<file path="src/rtl/cu_pkg.sv">
// Shared definitions for the Mini SRC control unit: opcodes, ALU codes,
// sequencer states and instruction classes.
package cu_pkg;

    localparam logic [4:0] OP_LD   = 5'b00000;
    localparam logic [4:0] OP_LDI  = 5'b00001;
    localparam logic [4:0] OP_ST   = 5'b00010;
    localparam logic [4:0] OP_ADD  = 5'b00011;
    localparam logic [4:0] OP_SUB  = 5'b00100;
    localparam logic [4:0] OP_AND  = 5'b00101;
    localparam logic [4:0] OP_OR   = 5'b00110;
    localparam logic [4:0] OP_SHR  = 5'b00111;
    localparam logic [4:0] OP_SHRA = 5'b01000;
    localparam logic [4:0] OP_SHL  = 5'b01001;
    localparam logic [4:0] OP_ROR  = 5'b01010;
    localparam logic [4:0] OP_ROL  = 5'b01011;
    localparam logic [4:0] OP_ADDI = 5'b01100;
    localparam logic [4:0] OP_ANDI = 5'b01101;
    localparam logic [4:0] OP_ORI  = 5'b01110;
    localparam logic [4:0] OP_MUL  = 5'b01111;
    localparam logic [4:0] OP_DIV  = 5'b10000;
    localparam logic [4:0] OP_NEG  = 5'b10001;
    localparam logic [4:0] OP_NOT  = 5'b10010;
    localparam logic [4:0] OP_BRX  = 5'b10011;
    localparam logic [4:0] OP_JR   = 5'b10100;
    localparam logic [4:0] OP_IN   = 5'b10110;
    localparam logic [4:0] OP_OUT  = 5'b10111;
    localparam logic [4:0] OP_MFHI = 5'b11000;
    localparam logic [4:0] OP_MFLO = 5'b11001;
    localparam logic [4:0] OP_NOP  = 5'b11010;
    localparam logic [4:0] OP_HALT = 5'b11011;

    localparam logic [4:0] ALU_NONE = 5'b00000;
    localparam logic [4:0] ALU_ADD  = 5'b00011;
    localparam logic [4:0] ALU_AND  = 5'b00101;
    localparam logic [4:0] ALU_OR   = 5'b00110;

    typedef enum logic [3:0] {
        S_RST, S_T0, S_T1, S_T2, S_T3, S_T4, S_T5, S_T6, S_T7, S_HALT
    } state_t;

    typedef enum logic [3:0] {
        C_RR, C_IMM, C_UN, C_MD, C_LD, C_LDI, C_ST, C_BR, C_ONE, C_NOP, C_HLT
    } iclass_t;

    // Final step of each instruction class; the boundary decision is taken there.
    function automatic state_t last_step(input iclass_t c);
        case (c)
            C_RR, C_IMM, C_LDI: return S_T5;
            C_UN:               return S_T4;
            C_MD, C_BR:         return S_T6;
            C_LD, C_ST:         return S_T7;
            C_ONE:              return S_T3;
            default:            return S_T2;
        endcase
    endfunction

endpackage

</file>
<file path="src/rtl/control_unit_if.sv">
// Bundle between the control unit and the datapath/memory: status inputs
// and every strobe the sequencer drives.
interface control_unit_if;
    logic [31:0] IR;
    logic        CON_FF;
    logic        mem_ready;
    logic        Stop;

    logic PCout, MDRout, ZHighout, ZLowout, HIout, LOout, InPortout, Cout;
    logic PCin, IRin, MARin, MDRin, Yin, ZHIin, ZLOin, HIin, LOin, CONin, OutPortin;
    logic Gra, Grb, Grc, Rin, Rout, BAout;
    logic IncPC, Read, Write;
    logic [4:0] operation;
    logic Run;

    modport master (
        input  IR, CON_FF, mem_ready, Stop,
        output PCout, MDRout, ZHighout, ZLowout, HIout, LOout, InPortout, Cout,
        output PCin, IRin, MARin, MDRin, Yin, ZHIin, ZLOin, HIin, LOin, CONin, OutPortin,
        output Gra, Grb, Grc, Rin, Rout, BAout,
        output IncPC, Read, Write, operation, Run
    );

    modport slave (
        output IR, CON_FF, mem_ready, Stop,
        input  PCout, MDRout, ZHighout, ZLowout, HIout, LOout, InPortout, Cout,
        input  PCin, IRin, MARin, MDRin, Yin, ZHIin, ZLOin, HIin, LOin, CONin, OutPortin,
        input  Gra, Grb, Grc, Rin, Rout, BAout,
        input  IncPC, Read, Write, operation, Run
    );
endinterface

</file>
<file path="src/rtl/cu_decode.sv">
// Opcode decoder: instruction class plus the ALU code used by the execute steps.
module cu_decode
    import cu_pkg::*;
(
    input  logic [4:0] opcode,
    output iclass_t    iclass,
    output logic [4:0] alu_op
);

    // Classify the opcode; unlisted opcodes behave as nop.
    always_comb begin
        iclass = C_NOP;
        alu_op = ALU_NONE;
        case (opcode)
            OP_ADD, OP_SUB, OP_AND, OP_OR, OP_SHR, OP_SHRA,
            OP_SHL, OP_ROR, OP_ROL: begin
                iclass = C_RR;
                alu_op = opcode;
            end
            OP_ADDI: begin iclass = C_IMM; alu_op = ALU_ADD; end
            OP_ANDI: begin iclass = C_IMM; alu_op = ALU_AND; end
            OP_ORI:  begin iclass = C_IMM; alu_op = ALU_OR;  end
            OP_NEG, OP_NOT: begin
                iclass = C_UN;
                alu_op = opcode;
            end
            OP_MUL, OP_DIV: begin
                iclass = C_MD;
                alu_op = opcode;
            end
            OP_LD:  begin iclass = C_LD;  alu_op = ALU_ADD; end
            OP_LDI: begin iclass = C_LDI; alu_op = ALU_ADD; end
            OP_ST:  begin iclass = C_ST;  alu_op = ALU_ADD; end
            OP_BRX: begin iclass = C_BR;  alu_op = ALU_ADD; end
            OP_JR, OP_IN, OP_OUT, OP_MFHI, OP_MFLO: iclass = C_ONE;
            OP_HALT: iclass = C_HLT;
            default: iclass = C_NOP;
        endcase
    end

endmodule

</file>
<file path="src/rtl/control_unit.sv">
// Multicycle sequencer for the Mini SRC CPU.
//
// state  | meaning
// RST    | reset; all strobes low, Run low
// T0     | fetch: PC to MAR, PC+1 into Z
// T1     | fetch: PC update, memory read (holds until mem_ready)
// T2     | fetch: MDR into IR
// T3..T7 | execute steps, sequence chosen by instruction class
// HALT   | stopped; only clr leaves
module control_unit
    import cu_pkg::*;
#(
    parameter int MEM_WAIT_MAX = 0
) (
    input  logic           clk,
    input  logic           clr,
    control_unit_if.master bus
);

    localparam int WW = (MEM_WAIT_MAX > 1) ? $clog2(MEM_WAIT_MAX + 1) : 1;
    localparam logic [WW-1:0] WAIT_LOAD = WW'(MEM_WAIT_MAX);
    localparam bit TIMEOUT_EN = (MEM_WAIT_MAX > 0);

    state_t     state, state_next;
    iclass_t    iclass;
    logic [4:0] alu_op;
    logic [4:0] opcode;
    logic       in_wait;
    logic       timeout;
    logic [WW-1:0] wait_left;
    logic       ir_fields_unused;

    assign opcode = bus.IR[31:27];
    // Operand fields are consumed by the datapath, not here.
    assign ir_fields_unused = ^bus.IR[26:0];

    cu_decode u_decode (
        .opcode (opcode),
        .iclass (iclass),
        .alu_op (alu_op)
    );

    // A memory step waits while mem_ready is low: fetch read, ld read, st write.
    assign in_wait = (state == S_T1)
                  || (state == S_T6 && iclass == C_LD)
                  || (state == S_T7 && iclass == C_ST);

    assign timeout = TIMEOUT_EN && in_wait && !bus.mem_ready && (wait_left == WW'(1));

    // State register.
    always_ff @(posedge clk or negedge clr) begin
        if (!clr) state <= S_RST;
        else      state <= state_next;
    end

    // Down-counter of remaining tolerated wait cycles; reloads whenever not stalled.
    always_ff @(posedge clk or negedge clr) begin
        if (!clr)                           wait_left <= WAIT_LOAD;
        else if (in_wait && !bus.mem_ready) wait_left <= wait_left - 1'b1;
        else                                wait_left <= WAIT_LOAD;
    end

    // Next-state: hold on memory waits, branch to HALT/T0 at the boundary.
    always_comb begin
        state_next = state;
        case (state)
            S_RST:  state_next = S_T0;
            S_HALT: state_next = S_HALT;
            default: begin
                if (in_wait && !bus.mem_ready)
                    state_next = timeout ? S_HALT : state;
                else if (state == last_step(iclass))
                    state_next = (iclass == C_HLT || bus.Stop) ? S_HALT : S_T0;
                else
                    state_next = state_t'(state + 4'd1);
            end
        endcase
    end

    // Moore strobe decode from state, class, opcode and CON_FF.
    always_comb begin
        bus.PCout = 1'b0;  bus.MDRout = 1'b0; bus.ZHighout = 1'b0; bus.ZLowout = 1'b0;
        bus.HIout = 1'b0;  bus.LOout = 1'b0;  bus.InPortout = 1'b0; bus.Cout = 1'b0;
        bus.PCin = 1'b0;   bus.IRin = 1'b0;   bus.MARin = 1'b0;  bus.MDRin = 1'b0;
        bus.Yin = 1'b0;    bus.ZHIin = 1'b0;  bus.ZLOin = 1'b0;  bus.HIin = 1'b0;
        bus.LOin = 1'b0;   bus.CONin = 1'b0;  bus.OutPortin = 1'b0;
        bus.Gra = 1'b0;    bus.Grb = 1'b0;    bus.Grc = 1'b0;
        bus.Rin = 1'b0;    bus.Rout = 1'b0;   bus.BAout = 1'b0;
        bus.IncPC = 1'b0;  bus.Read = 1'b0;   bus.Write = 1'b0;
        bus.operation = ALU_NONE;
        bus.Run = !(state == S_RST || state == S_HALT);
        case (state)
            S_T0: begin
                bus.PCout = 1'b1; bus.MARin = 1'b1; bus.IncPC = 1'b1; bus.ZLOin = 1'b1;
            end
            S_T1: begin
                bus.ZLowout = 1'b1; bus.PCin = 1'b1; bus.Read = 1'b1; bus.MDRin = 1'b1;
            end
            S_T2: begin
                bus.MDRout = 1'b1; bus.IRin = 1'b1;
            end
            S_T3: begin
                case (iclass)
                    C_RR: begin bus.Grb = 1'b1; bus.Rout = 1'b1; bus.Yin = 1'b1; end
                    C_IMM, C_LDI, C_LD, C_ST: begin
                        bus.Grb = 1'b1; bus.BAout = 1'b1; bus.Yin = 1'b1;
                    end
                    C_UN: begin
                        bus.Grb = 1'b1; bus.Rout = 1'b1; bus.ZLOin = 1'b1;
                        bus.operation = alu_op;
                    end
                    C_MD: begin bus.Gra = 1'b1; bus.Rout = 1'b1; bus.Yin = 1'b1; end
                    C_BR: begin bus.Gra = 1'b1; bus.Rout = 1'b1; bus.CONin = 1'b1; end
                    C_ONE: begin
                        case (opcode)
                            OP_JR:   begin bus.Gra = 1'b1; bus.Rout = 1'b1; bus.PCin = 1'b1; end
                            OP_IN:   begin bus.InPortout = 1'b1; bus.Gra = 1'b1; bus.Rin = 1'b1; end
                            OP_OUT:  begin bus.Gra = 1'b1; bus.Rout = 1'b1; bus.OutPortin = 1'b1; end
                            OP_MFHI: begin bus.HIout = 1'b1; bus.Gra = 1'b1; bus.Rin = 1'b1; end
                            OP_MFLO: begin bus.LOout = 1'b1; bus.Gra = 1'b1; bus.Rin = 1'b1; end
                            default: ;
                        endcase
                    end
                    default: ;
                endcase
            end
            S_T4: begin
                case (iclass)
                    C_RR: begin
                        bus.Grc = 1'b1; bus.Rout = 1'b1; bus.ZLOin = 1'b1;
                        bus.operation = alu_op;
                    end
                    C_IMM, C_LDI, C_LD, C_ST: begin
                        bus.Cout = 1'b1; bus.ZLOin = 1'b1; bus.operation = alu_op;
                    end
                    C_UN: begin bus.ZLowout = 1'b1; bus.Gra = 1'b1; bus.Rin = 1'b1; end
                    C_MD: begin
                        bus.Grb = 1'b1; bus.Rout = 1'b1; bus.ZHIin = 1'b1; bus.ZLOin = 1'b1;
                        bus.operation = alu_op;
                    end
                    C_BR: begin bus.PCout = 1'b1; bus.Yin = 1'b1; end
                    default: ;
                endcase
            end
            S_T5: begin
                case (iclass)
                    C_RR, C_IMM, C_LDI: begin
                        bus.ZLowout = 1'b1; bus.Gra = 1'b1; bus.Rin = 1'b1;
                    end
                    C_LD, C_ST: begin bus.ZLowout = 1'b1; bus.MARin = 1'b1; end
                    C_MD:       begin bus.ZLowout = 1'b1; bus.LOin = 1'b1; end
                    C_BR: begin
                        bus.Cout = 1'b1; bus.ZLOin = 1'b1; bus.operation = alu_op;
                    end
                    default: ;
                endcase
            end
            S_T6: begin
                case (iclass)
                    C_LD: begin bus.Read = 1'b1; bus.MDRin = 1'b1; end
                    C_ST: begin bus.Gra = 1'b1; bus.Rout = 1'b1; bus.MDRin = 1'b1; end
                    C_MD: begin bus.ZHighout = 1'b1; bus.HIin = 1'b1; end
                    C_BR: begin bus.ZLowout = 1'b1; bus.PCin = bus.CON_FF; end
                    default: ;
                endcase
            end
            S_T7: begin
                case (iclass)
                    C_LD: begin bus.MDRout = 1'b1; bus.Gra = 1'b1; bus.Rin = 1'b1; end
                    C_ST: bus.Write = 1'b1;
                    default: ;
                endcase
            end
            default: ;
        endcase
    end

endmodule

</file>
<file path="src/flat_wrapper.sv">
// flat-port wrapper written by rule: the top's interface ports become plain ports
module control_unit_flat import cu_pkg::*;
#(
    parameter int MEM_WAIT_MAX = 0
)
  (clk, clr, bus_IR, bus_CON_FF, bus_mem_ready, bus_Stop, bus_PCout, bus_MDRout, bus_ZHighout, bus_ZLowout, bus_HIout, bus_LOout, bus_InPortout, bus_Cout, bus_PCin, bus_IRin, bus_MARin, bus_MDRin, bus_Yin, bus_ZHIin, bus_ZLOin, bus_HIin, bus_LOin, bus_CONin, bus_OutPortin, bus_Gra, bus_Grb, bus_Grc, bus_Rin, bus_Rout, bus_BAout, bus_IncPC, bus_Read, bus_Write, bus_operation, bus_Run);
  control_unit_if bus_i ();
  input  logic clk;
  input  logic clr;
  input wire logic [$bits(bus_i.IR)-1:0] bus_IR;
  input wire logic [$bits(bus_i.CON_FF)-1:0] bus_CON_FF;
  input wire logic [$bits(bus_i.mem_ready)-1:0] bus_mem_ready;
  input wire logic [$bits(bus_i.Stop)-1:0] bus_Stop;
  output wire logic [$bits(bus_i.PCout)-1:0] bus_PCout;
  output wire logic [$bits(bus_i.MDRout)-1:0] bus_MDRout;
  output wire logic [$bits(bus_i.ZHighout)-1:0] bus_ZHighout;
  output wire logic [$bits(bus_i.ZLowout)-1:0] bus_ZLowout;
  output wire logic [$bits(bus_i.HIout)-1:0] bus_HIout;
  output wire logic [$bits(bus_i.LOout)-1:0] bus_LOout;
  output wire logic [$bits(bus_i.InPortout)-1:0] bus_InPortout;
  output wire logic [$bits(bus_i.Cout)-1:0] bus_Cout;
  output wire logic [$bits(bus_i.PCin)-1:0] bus_PCin;
  output wire logic [$bits(bus_i.IRin)-1:0] bus_IRin;
  output wire logic [$bits(bus_i.MARin)-1:0] bus_MARin;
  output wire logic [$bits(bus_i.MDRin)-1:0] bus_MDRin;
  output wire logic [$bits(bus_i.Yin)-1:0] bus_Yin;
  output wire logic [$bits(bus_i.ZHIin)-1:0] bus_ZHIin;
  output wire logic [$bits(bus_i.ZLOin)-1:0] bus_ZLOin;
  output wire logic [$bits(bus_i.HIin)-1:0] bus_HIin;
  output wire logic [$bits(bus_i.LOin)-1:0] bus_LOin;
  output wire logic [$bits(bus_i.CONin)-1:0] bus_CONin;
  output wire logic [$bits(bus_i.OutPortin)-1:0] bus_OutPortin;
  output wire logic [$bits(bus_i.Gra)-1:0] bus_Gra;
  output wire logic [$bits(bus_i.Grb)-1:0] bus_Grb;
  output wire logic [$bits(bus_i.Grc)-1:0] bus_Grc;
  output wire logic [$bits(bus_i.Rin)-1:0] bus_Rin;
  output wire logic [$bits(bus_i.Rout)-1:0] bus_Rout;
  output wire logic [$bits(bus_i.BAout)-1:0] bus_BAout;
  output wire logic [$bits(bus_i.IncPC)-1:0] bus_IncPC;
  output wire logic [$bits(bus_i.Read)-1:0] bus_Read;
  output wire logic [$bits(bus_i.Write)-1:0] bus_Write;
  output wire logic [$bits(bus_i.operation)-1:0] bus_operation;
  output wire logic [$bits(bus_i.Run)-1:0] bus_Run;
  assign bus_i.IR = bus_IR;
  assign bus_i.CON_FF = bus_CON_FF;
  assign bus_i.mem_ready = bus_mem_ready;
  assign bus_i.Stop = bus_Stop;
  assign bus_PCout = bus_i.PCout;
  assign bus_MDRout = bus_i.MDRout;
  assign bus_ZHighout = bus_i.ZHighout;
  assign bus_ZLowout = bus_i.ZLowout;
  assign bus_HIout = bus_i.HIout;
  assign bus_LOout = bus_i.LOout;
  assign bus_InPortout = bus_i.InPortout;
  assign bus_Cout = bus_i.Cout;
  assign bus_PCin = bus_i.PCin;
  assign bus_IRin = bus_i.IRin;
  assign bus_MARin = bus_i.MARin;
  assign bus_MDRin = bus_i.MDRin;
  assign bus_Yin = bus_i.Yin;
  assign bus_ZHIin = bus_i.ZHIin;
  assign bus_ZLOin = bus_i.ZLOin;
  assign bus_HIin = bus_i.HIin;
  assign bus_LOin = bus_i.LOin;
  assign bus_CONin = bus_i.CONin;
  assign bus_OutPortin = bus_i.OutPortin;
  assign bus_Gra = bus_i.Gra;
  assign bus_Grb = bus_i.Grb;
  assign bus_Grc = bus_i.Grc;
  assign bus_Rin = bus_i.Rin;
  assign bus_Rout = bus_i.Rout;
  assign bus_BAout = bus_i.BAout;
  assign bus_IncPC = bus_i.IncPC;
  assign bus_Read = bus_i.Read;
  assign bus_Write = bus_i.Write;
  assign bus_operation = bus_i.operation;
  assign bus_Run = bus_i.Run;
  control_unit #(.MEM_WAIT_MAX(MEM_WAIT_MAX)) u_core (.clk(clk), .clr(clr), .bus(bus_i));
endmodule
</file>
<file path="config.mk">
export PLATFORM = sky130hd
export DESIGN_NAME = control_unit_flat
export DESIGN_NICKNAME = d
export VERILOG_FILES = /design/src/rtl/cu_pkg.sv /design/src/rtl/control_unit_if.sv /design/src/rtl/cu_decode.sv /design/src/rtl/control_unit.sv /design/src/flat_wrapper.sv
export SDC_FILE = /design/constraint.sdc
export NUM_CORES = 1
export LEC_CHECK = 0
export ABC_AREA = 0
export CAP_MARGIN = 40
export CORE_MARGIN = 5
export CORE_UTILIZATION = 40
export CTS_BUF_LIST = sky130_fd_sc_hd__clkbuf_8
export DETAILED_ROUTE_END_ITERATION = 12
export PLACE_DENSITY_LB_ADDON = 0.1
export SKIP_LAST_GASP = 1
export SLEW_MARGIN = 0
export SYNTH_ARGS = -nofsm -noshare
export SYNTH_HDL_FRONTEND = slang
export SYNTH_HIERARCHICAL = 1
export SYNTH_SLANG_ARGS = --single-unit
</file>
<file path="constraint.sdc">
create_clock -name clk -period 7.7 [get_ports clk]
set_input_delay 1.54 -clock clk [delete_from_list [all_inputs] [get_ports clk]]
set_output_delay 1.54 -clock clk [all_outputs]
set_load 0.02 [all_outputs]
</file>
; ---- Word-level counts from Yosys, hierarchy flattened
; Memories as Yosys holds them, arrays and structs flattened.
; Cells that the tools add are included.
[word_totals]
mem_count = 1
in_bits = 37
reg_bits = 4
out_inout_bits = 34
word_cells = 146
rom_bits = 64
[mem_list]
columns = name, depth, word_bits, read_ports, rd_ports_with_merged_regs, wr, line
row1 = (no name shown), 16, 4, 1, 0, 0, cu_pkg.sv:48  ; case (c)
[classes]
muxes = 68
n_reduce_logical = 30
eq_ne = 45
addsub = 1
[op_table]
columns = op, n
row1 = $eq 5x5->1 const B, 10
row2 = $eq 5x4->1 const B, 8
row3 = $mux 1, 40
row4 = $pmux 4 s10, 1
row5 = $eq 4x3->1 const B, 8
row6 = $eq 5x3->1 const B, 4
row7 = $mux 4, 5
row8 = $pmux 1 s2, 10
row9 = $pmux 5 s4, 1
row10 = $eq 4x2->1 const B, 4
row11 = $eq 4x4->1 const B, 4
row12 = $mux 5, 3
row13 = $pmux 5 s3, 1
row14 = $reduce_or 2->1, 7
row15 = $reduce_or 13->1, 1
row16 = $pmux 1 s4, 3
row17 = $reduce_or 6->1, 2
row18 = $eq 5x2->1 const B, 2
row19 = $reduce_or 5->1, 2
row20 = $reduce_or 3->1, 3
row21 = $reduce_or 9->1, 1
row22 = $eq 4x1->1 const B, 2
row23 = $logic_not 4->1, 2
row24 = $pmux 4 s2, 1
row25 = 11 further kinds, 19

; ---- Logic depth before layout (Yosys ltp)
[logic_depth]
word_depth = 14
ltp_mapped = 11
mapped_depth_nobuf = 9

; ---- Modules after synthesis
; Netlist, hierarchy kept.
[modules_own_cells]
columns = mod, instances, area_per_inst_um2, cells_per_inst
row1 = control_unit, 1, 1161.1, 179
row2 = cu_decode, 1, 196.4, 35

; ---- Worst setup path before layout
; OpenSTA, ideal clock, no wires.
[synth_timing]
path_kind = input -> output
from = input port bus_IR[27]
to = output port bus_ZHighout
stages = 10
t_arrival_ns = 4.416
setup_slack_ns = 1.744
cell_sequence = clkbuf_2 > inv_1 > or4_1 > o211ai_1 > clkbuf_1 > clkbuf_1 > clkbuf_1 > nand2_1 > nor4_1 > buf_4
[synth_between]
elab_chain_cells = 6
[synth_rtl]
columns = item, line
row1 = "start, declared", flat_wrapper.sv:10  ; input wire logic [$bits(bus_i.IR)-1:0] bus_IR;
row2 = "$eq 5x2->1, or another cell as far along", cu_decode.sv:14  ; case (opcode)
row3 = "$reduce_or 9->1, or another cell as far along", -
row4 = $pmux 4 s10 *, cu_decode.sv:14
row5 = named net u_core.iclass[0], control_unit.sv:25  ; iclass_t iclass;
row6 = $eq 4x2->1 *, -
row7 = $mux 1 * (2 in a row), -
row8 = "end, declared", flat_wrapper.sv:16  ; output wire logic [$bits(bus_i.ZHighout)-1:0] bus_ZHighout;
; The timed path passes the listed nets; every way through them passes the cells marked *.

; ---- Worst setup path in the final report
[layout_timing]
from = input port bus_IR[29]
to = output port bus_Rout
[layout_between]
elab_chain_cells = 7
[layout_rtl]
columns = item, line
row1 = "$eq 5x2->1, or another cell as far along", cu_decode.sv:14
row2 = "$reduce_or 9->1, or another cell as far along", -
row3 = $pmux 4 s10 *, cu_decode.sv:14
row4 = named net u_core.iclass[3], control_unit.sv:25
row5 = "$eq 4x2->1, or another cell as far along", control_unit.sv:103  ; case (iclass)
row6 = $reduce_or 4->1 (no line) or $reduce_or 2->1 (tied branches), -
row7 = $pmux 1 s2 or $mux 1 (tied branches), "control_unit.sv:103, control_unit.sv:128"
row8 = $pmux 1 s3 *, control_unit.sv:92  ; case (state)
row9 = "end, declared", flat_wrapper.sv:37  ; output wire logic [$bits(bus_i.Rout)-1:0] bus_Rout;
; Marks and branches as above.

==> qor.csv <==
stage;metric;value;unit
synth;yosys_most_used_dff;dfrtp_1;
layout;layout-drive-gt1-share;5.71;%
layout;largest_reg_flops;4;
synth;synthTopCellsByArea;nand2_1 7.7%, dfrtp_1 7.4%, nand2b_1 5.5%, o21ai_0 5.2%, a21oi_1 4.8%;
routing;drt_wl_total;3910;um
cts;h-tree-depth;1;
critical_path;cp.arrival;4.80;ns
cts;cts_sinks;4;
synth;synthArstFlopShare;100;%
floorplanning;start_util;41.0;%
timing;rsz0062_at_grt;no;
timing;max_freq;158;MHz
floorplanning;std_cell_rows;21;
synth;synth.most_common_cell;nand2_1;
floorplanning;dieHeight;68.3;um
timing;finalSetupViolations;0;
layout;antenna_cells;0;
cts;cts_buffers;3;
flow_run;drv_cap;0;
worst_hold_path;hold_path_startpoint;u_core/state[1];
pwr;p_leak;0.673;nW
routing;post_drt_wl_per_cell;13.4;um
grt;grt_max_degree;30;
critical_path;path_max_fanout;25;
timing;skew;0.00237;ns
worst_hold_path;min_path_type;flip-flop to flip-flop;
layout;fin_util;55.0;%
pwr;p_total;0.400;mW
synth;synthDistinctLibCells;57;
floorplanning;core_area;0.00331;mm^2
pwr;vdd_drop_max;0.000212;V
routing;drt_iter0_drc;100;
layout;area_growth;34.1;%
synth;synth_common_cells;28 x nand2_1, 14 x o21ai_0, 13 x a21oi_1, 13 x nor2_1, 12 x nand2b_1;
cts;cts_resized;0;
pwr;p_per_area;220;mW/mm^2
layout;reg_top3;u_core/state: 4 flops;
layout;final_cells;291;
layout;stdcell_area;0.00182;mm^2
critical_path;r2r_slack;5.60;ns
run_status;outcome;finished clean;
synth;synth.avg_cell_area;6.34;um^2
placement;io_buffers;43;
timing;layout_min_cycle_time;6.34;ns
layout;largest_register;u_core/state;
synth;synth_warnings;6;
critical_path;worst_setup_path_start_kind;input pin;
grt;grt_use_total;17.5;%
timing;fin_setup_tns;0;ns
cts;cts_root_buf;clkbuf_8;
floorplanning;die-area;0.00466;mm^2
grt;antenna_found_initial;0;
synth;yosysTopAreaCellShare;7.74;%
timing;min_period_over_period;82.3;%
timing;hold_viol_final;0;
critical_path;worstReg2RegStart;u_core/state[0];
floorplanning;dieWidth;68.3;um
layout;layout.nets;288;
worst_hold_path;hold_depth;2;
routing;drc;0;
routing;ant_nets;0;
synth;synth_fp_nets;255;
grt;grt_pass1_wl;6510;um
timing;tightest_slew;0.672;ns
critical_path;end_kind;primary output;
timing;maxSlewHeadroom;55.1;%
placement;place_hpwl;2920;um
cts;post_cts_buffers;0;
floorplanning;top_level_ports;71;
synth;netlist_instances;214;
synth;ys_seq_area_share;7.37;%
cts;insertion_delay;0.21;ns
routing;first_pass_iters;4;
placement;dpl.cell_count;288;
synth;synth_area_leader_cell;nand2_1;
grt;overflow;0;
critical_path;rr_worst_depth;7;
synth;synth_enable_flop_cells;0;
placement;place.gp.congestion;0.872;
cts;clock_path_buffers;2;
routing;route.vias.total;1644;
critical_path;r2r_end;u_core/state[3];
placement;postPlaceCellArea;0.00178;mm^2
critical_path;criticalPathCategory;input pin to primary output;
cts;postCtsHoldBufs;0;
worst_hold_path;whs_endpoint;u_core/state[1];
cts;clk_pin_slew;0.03;ns
grt;grt_pass1_vias;1410;
timing;drv_slew;0;
synth;syn_area;0.00136;mm^2
routing;viasPerCell;5.65;
synth;ys_seq_elements;4;
layout;nFillCells;338;
critical_path;cp.required;6.16;ns
cts;cts_tree;yes;
==> kinds of logic after synthesis <==
family	count (synthesis)	synth area share, %
flops	4	7.37
buf+inv	26	9.03
simple gates	117	47.8
compound gates	58	28.6
fa+ha+maj	5	4.52
mux	1	0.737
xor+xnor	3	1.94
==> cell usage in the layout, fill, tap and decap left out, types with 3 or more instances in the layout <==
cell type,count
clkdlybuf4s50_1,43
nand2_1,28
o21ai_0,13
a21oi_1,13
nor2_1,13
nand2b_1,12
nor3_1,8
nand3_1,8
inv_1,7
and2_1,7
nor4_1,7
nor2b_1,6
nor3b_1,5
o21a_1,5
ha_1,4
buf_4,4
dfrtp_1,4
clkbuf_8,3
o31ai_1,3
or4_1,3
o21ai_1,3
==> through the flow <==
step	hold WS (ns)	setup slack [ns]
2_1_floorplan	0.584	1.74
3_3_place_gp	0.643	1.36
3_5_place_dp	0.641	1.35
4_1_cts	0.647	1.34
5_1_grt	0.695	1.00
6_report	0.645	1.36
==> critical path: stages <==
cell and delay [ns]:
clkdlybuf4s50_1 0.72, o21ai_0 0.20, inv_1 0.54, nor2b_1 0.26
nand4_1 0.21, nor4_1 0.48, o32a_1 0.23, clkdlybuf4s50_1 0.60
==> how the worst max path moves through the flow <==
| stage | start | to | slack [ns] | cells after the start |
|---|---|---|---|---|
| floorplan | bus_IR[27] | bus_ZHighout | 1.74 | 10 |
| global placement | bus_IR[29] | bus_operation[2] | 1.36 | 10 |
| detailed placement | bus_IR[29] | bus_operation[2] | 1.35 | 10 |
| CTS | bus_IR[29] | bus_operation[0] | 1.34 | 10 |
| global route | bus_IR[29] | bus_operation[0] | 1.00 | 9 |
| finish | bus_IR[29] | bus_Rout | 1.36 | 8 |
==> metal layers <==
| metal | wire, um | vias to the layer above | track usage (%) |
|---|---|---|---|
| li1 | - | 838 | - |
| met2 | 1850 | 46 | 28.3 |
| met5 | 0 | - | 0 |
| met4 | 0 | 0 | 1.49 |
| met1 | 1860 | 760 | 25.2 |
| met3 | 197 | 0 | 2.63 |
==> power breakdown <==
part | internal [mW] | switching, mW | total, mW
Clock | 0.0332 | 0.00970 | 0.0429
Sequential | 0.0322 | 0.0270 | 0.0592
Combinational | 0.133 | 0.165 | 0.298
Total | 0.199 | 0.202 | 0.400
==> area by class of cell <==
class	count	area (um^2)	share of cell area, %
clock buffers	3	41.3	2.27
inverters	7	26.3	1.44
multi-input cells	184	1130	62.3
flip-flops and latches	4	100	5.50
well taps	46	57.6	3.16
repair buffers	47	460	25.3
Power figures use the tool's default switching activity.
